$ cat config.mk
export PLATFORM = sky130hd
export DESIGN_NAME = dsi_tx_scheduler
export DESIGN_NICKNAME = d
export VERILOG_FILES = /design/src/rtl/dsi_tx_scheduler.sv
export SDC_FILE = /design/constraint.sdc
export NUM_CORES = 1
export LEC_CHECK = 0
export ABC_CLOCK_PERIOD_IN_PS = 2070
export CAP_MARGIN = 10
export CORE_ASPECT_RATIO = 1.4
export CORE_UTILIZATION = 31
export DETAILED_ROUTE_END_ITERATION = 8
export MAX_ROUTING_LAYER = met4
export PLACE_DENSITY_LB_ADDON = 0.12
export SLEW_MARGIN = 40
export SYNTH_ARGS = -nofsm -noshare
export SYNTH_HDL_FRONTEND = slang
export SYNTH_SLANG_ARGS = --single-unit
export TNS_END_PERCENT = 20
$ cat constraint.sdc
create_clock -name clk_sys -period 2.07 [get_ports clk_sys]
set_clock_uncertainty 0.15 [all_clocks]
set_input_delay 0.5175 -clock clk_sys [delete_from_list [all_inputs] [get_ports clk_sys]]
set_output_delay 0.5175 -clock clk_sys [all_outputs]
set_load 0.01 [all_outputs]
$ cat src/rtl/dsi_tx_scheduler.sv
// DSI transmit scheduler: arbitrates between an HS and an LP packet source,
// sequences LP mode entry/exit around the lane controller handshake, and
// flags underruns on the granted source.
module dsi_tx_scheduler #(
  parameter int unsigned LP_GUARD_CYCLES = 2,  // 1..15
  parameter int unsigned STARVE_LIMIT    = 4   // 1..15
) (
  input  logic        clk_sys,
  input  logic        rst,
  input  logic        hs_valid,
  input  logic [31:0] hs_data,
  input  logic [3:0]  hs_strb,
  input  logic        hs_last,
  output logic        hs_ack,
  input  logic        lp_valid,
  input  logic [31:0] lp_data,
  input  logic [3:0]  lp_strb,
  input  logic        lp_last,
  output logic        lp_ack,
  input  logic        lanes_ready,
  input  logic        lines_active,
  input  logic        iface_data_rqst,
  output logic [31:0] iface_write_data,
  output logic [3:0]  iface_write_strb,
  output logic        iface_write_rqst,
  output logic        iface_last_word,
  output logic        iface_lpm_en,
  output logic        grant_hs,
  output logic        grant_lp,
  output logic        busy,
  output logic        err_underrun
);

  typedef enum logic [2:0] {IDLE, LP_SETUP, SEND, LP_HOLD, WAIT_DONE} state_t;

  typedef struct packed {
    logic        valid;
    logic [31:0] data;
    logic [3:0]  strb;
    logic        last;
  } src_word_t;

  localparam logic [3:0] STARVE_LIM = 4'(STARVE_LIMIT);
  localparam logic [3:0] GUARD_LAST = 4'(LP_GUARD_CYCLES - 1);

  state_t     state_q, state_d;
  logic       sel_lp_q, sel_lp_d;   // owner of the current packet
  logic [3:0] starve_q, starve_d;   // HS grants taken while LP waited
  logic [3:0] guard_q, guard_d;     // cycles spent in LP_SETUP
  logic       err_q, err_d;
  logic       armed_q;              // blocks a grant on the first edge after reset

  src_word_t hs_w, lp_w, g_w;

  assign hs_w = '{valid: hs_valid, data: hs_data, strb: hs_strb, last: hs_last};
  assign lp_w = '{valid: lp_valid, data: lp_data, strb: lp_strb, last: lp_last};
  assign g_w  = sel_lp_q ? lp_w : hs_w;

  assign err_underrun = err_q;
  assign busy         = (state_q != IDLE);

  // State and bookkeeping registers; reset drops everything back to IDLE.
  always_ff @(posedge clk_sys or posedge rst) begin
    if (rst) begin
      state_q  <= IDLE;
      sel_lp_q <= 1'b0;
      starve_q <= '0;
      guard_q  <= '0;
      err_q    <= 1'b0;
      armed_q  <= 1'b0;
    end else begin
      state_q  <= state_d;
      sel_lp_q <= sel_lp_d;
      starve_q <= starve_d;
      guard_q  <= guard_d;
      err_q    <= err_d;
      armed_q  <= 1'b1;
    end
  end

  // Arbitration, next state and all lane-controller facing outputs.
  always_comb begin
    state_d          = state_q;
    sel_lp_d         = sel_lp_q;
    starve_d         = starve_q;
    guard_d          = guard_q;
    err_d            = err_q;
    hs_ack           = 1'b0;
    lp_ack           = 1'b0;
    iface_write_data = '0;
    iface_write_strb = '0;
    iface_write_rqst = 1'b0;
    iface_last_word  = 1'b0;
    iface_lpm_en     = 1'b0;
    grant_hs         = 1'b0;
    grant_lp         = 1'b0;

    case (state_q)
      IDLE: begin
        if (armed_q && lanes_ready && !lines_active) begin
          if (hs_valid && !(lp_valid && starve_q >= STARVE_LIM)) begin
            state_d  = SEND;
            sel_lp_d = 1'b0;
            if (lp_valid && starve_q != 4'hF) starve_d = starve_q + 4'd1;
          end else if (lp_valid) begin
            state_d  = LP_SETUP;
            sel_lp_d = 1'b1;
            starve_d = '0;
            guard_d  = '0;
          end
        end
      end

      // LP mode is asserted but no word is offered until the guard expires.
      LP_SETUP: begin
        grant_lp     = 1'b1;
        iface_lpm_en = 1'b1;
        if (guard_q == GUARD_LAST) state_d = SEND;
        else                       guard_d = guard_q + 4'd1;
      end

      SEND: begin
        grant_hs         = !sel_lp_q;
        grant_lp         = sel_lp_q;
        iface_lpm_en     = sel_lp_q;
        iface_write_rqst = g_w.valid;
        iface_write_data = g_w.data;
        iface_write_strb = g_w.strb;
        hs_ack           = !sel_lp_q && iface_data_rqst;
        lp_ack           = sel_lp_q && iface_data_rqst;
        // Every SEND cycle precedes the last word, so a gap is an underrun.
        if (!g_w.valid) err_d = 1'b1;
        if (iface_data_rqst && g_w.valid && g_w.last) begin
          iface_last_word = 1'b1;
          state_d         = sel_lp_q ? LP_HOLD : WAIT_DONE;
        end
      end

      // Keep LP mode one cycle past the final word before releasing it.
      LP_HOLD: begin
        grant_lp     = 1'b1;
        iface_lpm_en = 1'b1;
        state_d      = WAIT_DONE;
      end

      WAIT_DONE: begin
        if (!lines_active) state_d = IDLE;
      end

      default: state_d = IDLE;
    endcase
  end

endmodule

==> metrics.md <==
| Metric | Value |
|---|---|
| Crit path setup slack, layout | `-108 ps` |
| Cell taking the most area after synthesis | `sky130_fd_sc_hd__mux2i_1` |
| Path class of the lowest-slack min-delay path | `reg -> reg` |
| Switching Power | `1420 µW` |
| Crit path required time | `1400 ps` |
| Multiplexer share of the synthesized area | `0.262` |
| Clock network power share | `0.073` |
| Startpoint of the worst-slack reg-to-reg timing path | `guard_q[1]` |
| Synth top area share | `0.262` |
| Fmax | `459 MHz` |
| Total power density per cell area | `1170 nW/µm²` |
| Fraction of power spent switching nets | `0.435` |
| Violations in the final reports | `design-rule violations, negative setup slack` |
| CTS sink cnt | `14` |
| Adder-Cell Fraction of Synth Area | `0.0273` |
| Die Outline Area | `4710 µm²` |
| Top-Level Pins | `126` |
| FP Rows | `28` |
| Clock-pin slew reported for the worst setup and hold paths after clock tree synthesis | `60 ps` |
| Run status | `finished, violations left` |
| Final design utilization | `0.660` |
| Final hold slack | `329 ps` |
| Antenna violations before repair | `0` |
| Initial Utilization | `0.324` |
| Cell types with the largest area share after synthesis | `sky130_fd_sc_hd__mux2i_1, sky130_fd_sc_hd__dfrtp_1, sky130_fd_sc_hd__nor2_1, sky130_fd_sc_hd__buf_2, sky130_fd_sc_hd__a21oi_1` |
| Min-Delay Path Depth | `1` |
| Overflow after GRT | `0` |
| Area of the core | `4240 µm²` |
| Syn avg cell area | `8.03 µm²` |
| Crit-path cells | `clkdlybuf4s50_1 > a32o_1 > and3_1 > buf_2` |
| Category of cells accounting for the largest share of critical-path delay | `buffers and inverters` |
| TritonCTS clock tree | `done` |
| Count of different cell masters after synthesis | `40` |
| Final std cells w/o fill | `374` |
| X dimension of the die | `58.3 µm` |
| Hold path startpoint | `starve_q[0]` |
| Post-synth ARST share | `1.00` |
| Vias | `1731` |
| Drt total wl | `5020 µm` |
| Ratio of cells with drive above 1 in the final layout | `0.277` |
| Total iterations of the first detailed-routing run | `6` |
| Sequential share of power | `0.137` |
| Crit share post-route | `1.05` |
| Number of violations reported at the end of detailed-routing iteration 0 | `52` |
| Post-Syn Area | `1370 µm²` |
| Final standard cell area without fillers | `2800 µm²` |
| Placed instance count | `360` |
| Cell count after synthesis | `171` |
| Most numerous cell in the Yosys netlist | `sky130_fd_sc_hd__nor2_1` |
| Standby leakage power | `0.00141 µW` |
| Die Y | `80.8 µm` |
| Highest fanout seen on the critical path | `2` |
| Net total in the final layout | `399` |
| Area fraction in compound gates after synthesis | `0.134` |
| Total setup violations reported at the end of the flow | `11` |
| Internal power contribution | `1850 µW` |
| Critical Setup Path Class | `in -> out` |
| Clock latency reported for the late side of the worst-skew pair | `250 ps` |
| Number of flops mapped to enable cells by yosys | `0` |
| RR Endpoint | `guard_q[1]` |
| Max IR drop VDD | `0.566 mV` |
| Endpoint class of the critical path | `primary output` |
| Setup repair after global routing missed its margin | `yes` |
| HPWL after DPL | `3930 µm` |
| XOR/XNOR Fraction of Synth Area | `0` |
| Clock root buffer master | `sky130_fd_sc_hd__clkbuf_8` |
| Most used standard cells in the synthesized netlist | `sky130_fd_sc_hd__nor2_1, sky130_fd_sc_hd__mux2i_1, sky130_fd_sc_hd__dfrtp_1` |
| Maximum cell stage delay along the critical path | `430 ps` |
| Syn. warnings | `0` |
| Largest net degree at the start of global routing | `40` |
| H-tree levels | `1` |
| Arrival @ worst endpoint | `1510 ps` |
| Layout area overhead | `104%` |
| Most instantiated flip-flop cell in the synthesis netlist | `sky130_fd_sc_hd__dfrtp_1` |
| Total clock buffers created by CTS | `3` |
| Via count of the first global-routing pass | `1756` |
| Combinational fraction of design power | `0.790` |
| R2R cell count | `6` |
| Clock Path Buffers | `2` |
| Critical path launch point type | `primary input` |
| Post-detailed-route count of antenna-violating nets | `0` |
| First-pass GRT wire length | `7710 µm` |
| Worst-margin pin slew | `532 ps` |
| DRC violation count after routing | `1` |
| Largest family of logic cells by synthesized area | `multiplexers` |
| Count of port buffers added during placement | `125` |
| Simple-Gate Fraction of Synth Area | `0.254` |
| Max-slew violation count | `0` |
| Hold buffers post-CTS | `0` |
| Endpoint with the worst hold slack | `starve_q[0]` |
| Wire length per cell | `13.4 µm` |
| GR Util All Layers | `0.222` |
| FF+latch count, synth | `14` |
| Max-capacitance violation count | `0` |
| Placed Area | `2780 µm²` |
| Buffer and inverter count on the worst path | `2` |
| Hold violation total from the final report | `0` |
| ANT cells | `0` |
| Library cell contributing the largest single delay on the critical path | `sky130_fd_sc_hd__clkdlybuf4s50_1` |
| Worst slew margin relative to its limit | `0.645` |
| Flop-to-flop setup slack | `390 ps` |
| Post-route minimum period | `2180 ps` |
| Gp weighted congestion | `0.774` |
| Number of nets in the synthesized netlist | `255` |
| Routed via count divided by cell count | `4.63` |
| Register area share after synthesis | `0.255` |
-- what timing repair did --
item | 4_1_cts | 5_1_grt
endpoints found under the setup margin | 44 | 30
pin swaps | 1 | 3
endpoints found under the hold margin | 0 | 0
gates resized for setup | 152 | 32
cloned | 2 | 0
setup buffers | 6 | 2
-- power by group through the flow --
stage	Combinational, µW	Clock [µW]	Sequential (µW)
3_5_place_dp	2580	0	455
6_report	2580	239	450
4_1_cts	2560	244	445
3_3_place_gp	2590	0	453
2_1_floorplan	1360	0	405
5_1_grt	2810	248	462
-- layout by cell type (no fill, tap or decap), types with 3 or more instances in the layout --
cell / n
sky130_fd_sc_hd__buf_6: 4
sky130_fd_sc_hd__clkbuf_8: 3
sky130_fd_sc_hd__a21oi_1: 7
sky130_fd_sc_hd__ha_1: 3
sky130_fd_sc_hd__buf_12: 3
sky130_fd_sc_hd__nor2_1: 46
sky130_fd_sc_hd__dfrtp_1: 12
sky130_fd_sc_hd__nand2b_1: 4
sky130_fd_sc_hd__dlygate4sd2_1: 4
sky130_fd_sc_hd__buf_4: 17
sky130_fd_sc_hd__buf_2: 35
sky130_fd_sc_hd__mux2i_1: 36
sky130_fd_sc_hd__clkbuf_2: 6
sky130_fd_sc_hd__a21o_1: 4
sky130_fd_sc_hd__and3_1: 3
sky130_fd_sc_hd__clkdlybuf4s50_1: 78
sky130_fd_sc_hd__nand3_1: 3
sky130_fd_sc_hd__nand2_1: 8
-- worst max-delay path by stage --
| stage | slack, ps | end | cells past startpoint | from |
|---|---|---|---|---|
| 4_1_cts | -150 | iface_last_word | 5 | sel_lp_q |
| 2_1_floorplan | 190 | iface_write_data[12] | 6 | state_q[2] |
| 3_5_place_dp | -630 | iface_last_word | 5 | hs_valid |
| 5_1_grt | -150 | iface_last_word | 6 | sel_lp_q |
| 6_report | -110 | iface_last_word | 4 | lp_last |
| 3_3_place_gp | -620 | iface_last_word | 5 | hs_valid |
-- metal layers --
metal,GRT usage,vias to the layer above,routed length (µm)
met5,-,-,0
met4,0.0762,0,62
met3,0.0350,5,312
met2,0.411,67,2730
met1,0.234,782,1910
li1,-,877,-
-- layout make-up --
cell class | instances | area [µm²]
multi-input cells | 140 | 951
repair buffers | 153 | 1360
clock buffers | 4 | 45.0
inverters | 3 | 11.3
well taps | 60 | 75.1
fillers | 387 | 1440
flip-flops and latches | 14 | 353
-- kinds of logic (layout without fill, tap and decap cells) --
| kind of cell | count (synthesis) | in the layout |
|---|---|---|
| AOI/OAI and AO/OA | 25 | 25 |
| other | 1 | 1 |
| adders and majority gates | 3 | 3 |
| buffers and inverters | 17 | 160 |
| DFF | 14 | 14 |
| and+or+nand+nor | 75 | 75 |
| muxes | 36 | 36 |
-- stage by stage --
step | setup slack (ps) | TNS (ps) | power (µW)
floorplan | 191 | 0 | 1760
global placement | -622 | -11480 | 3040
detailed placement | -625 | -11910 | 3030
CTS | -145 | -1530 | 3250
global route | -150 | -1750 | 3520
finish | -108 | -605 | 3270
-- registers in the layout (all words and copies together) (netlist names) --
signal        cells
starve_q          4
guard_q           4
armed_q           1
sel_lp_q          1
err_underrun      1
state_q           3
No activity file was read; power rests on OpenSTA's default activity.
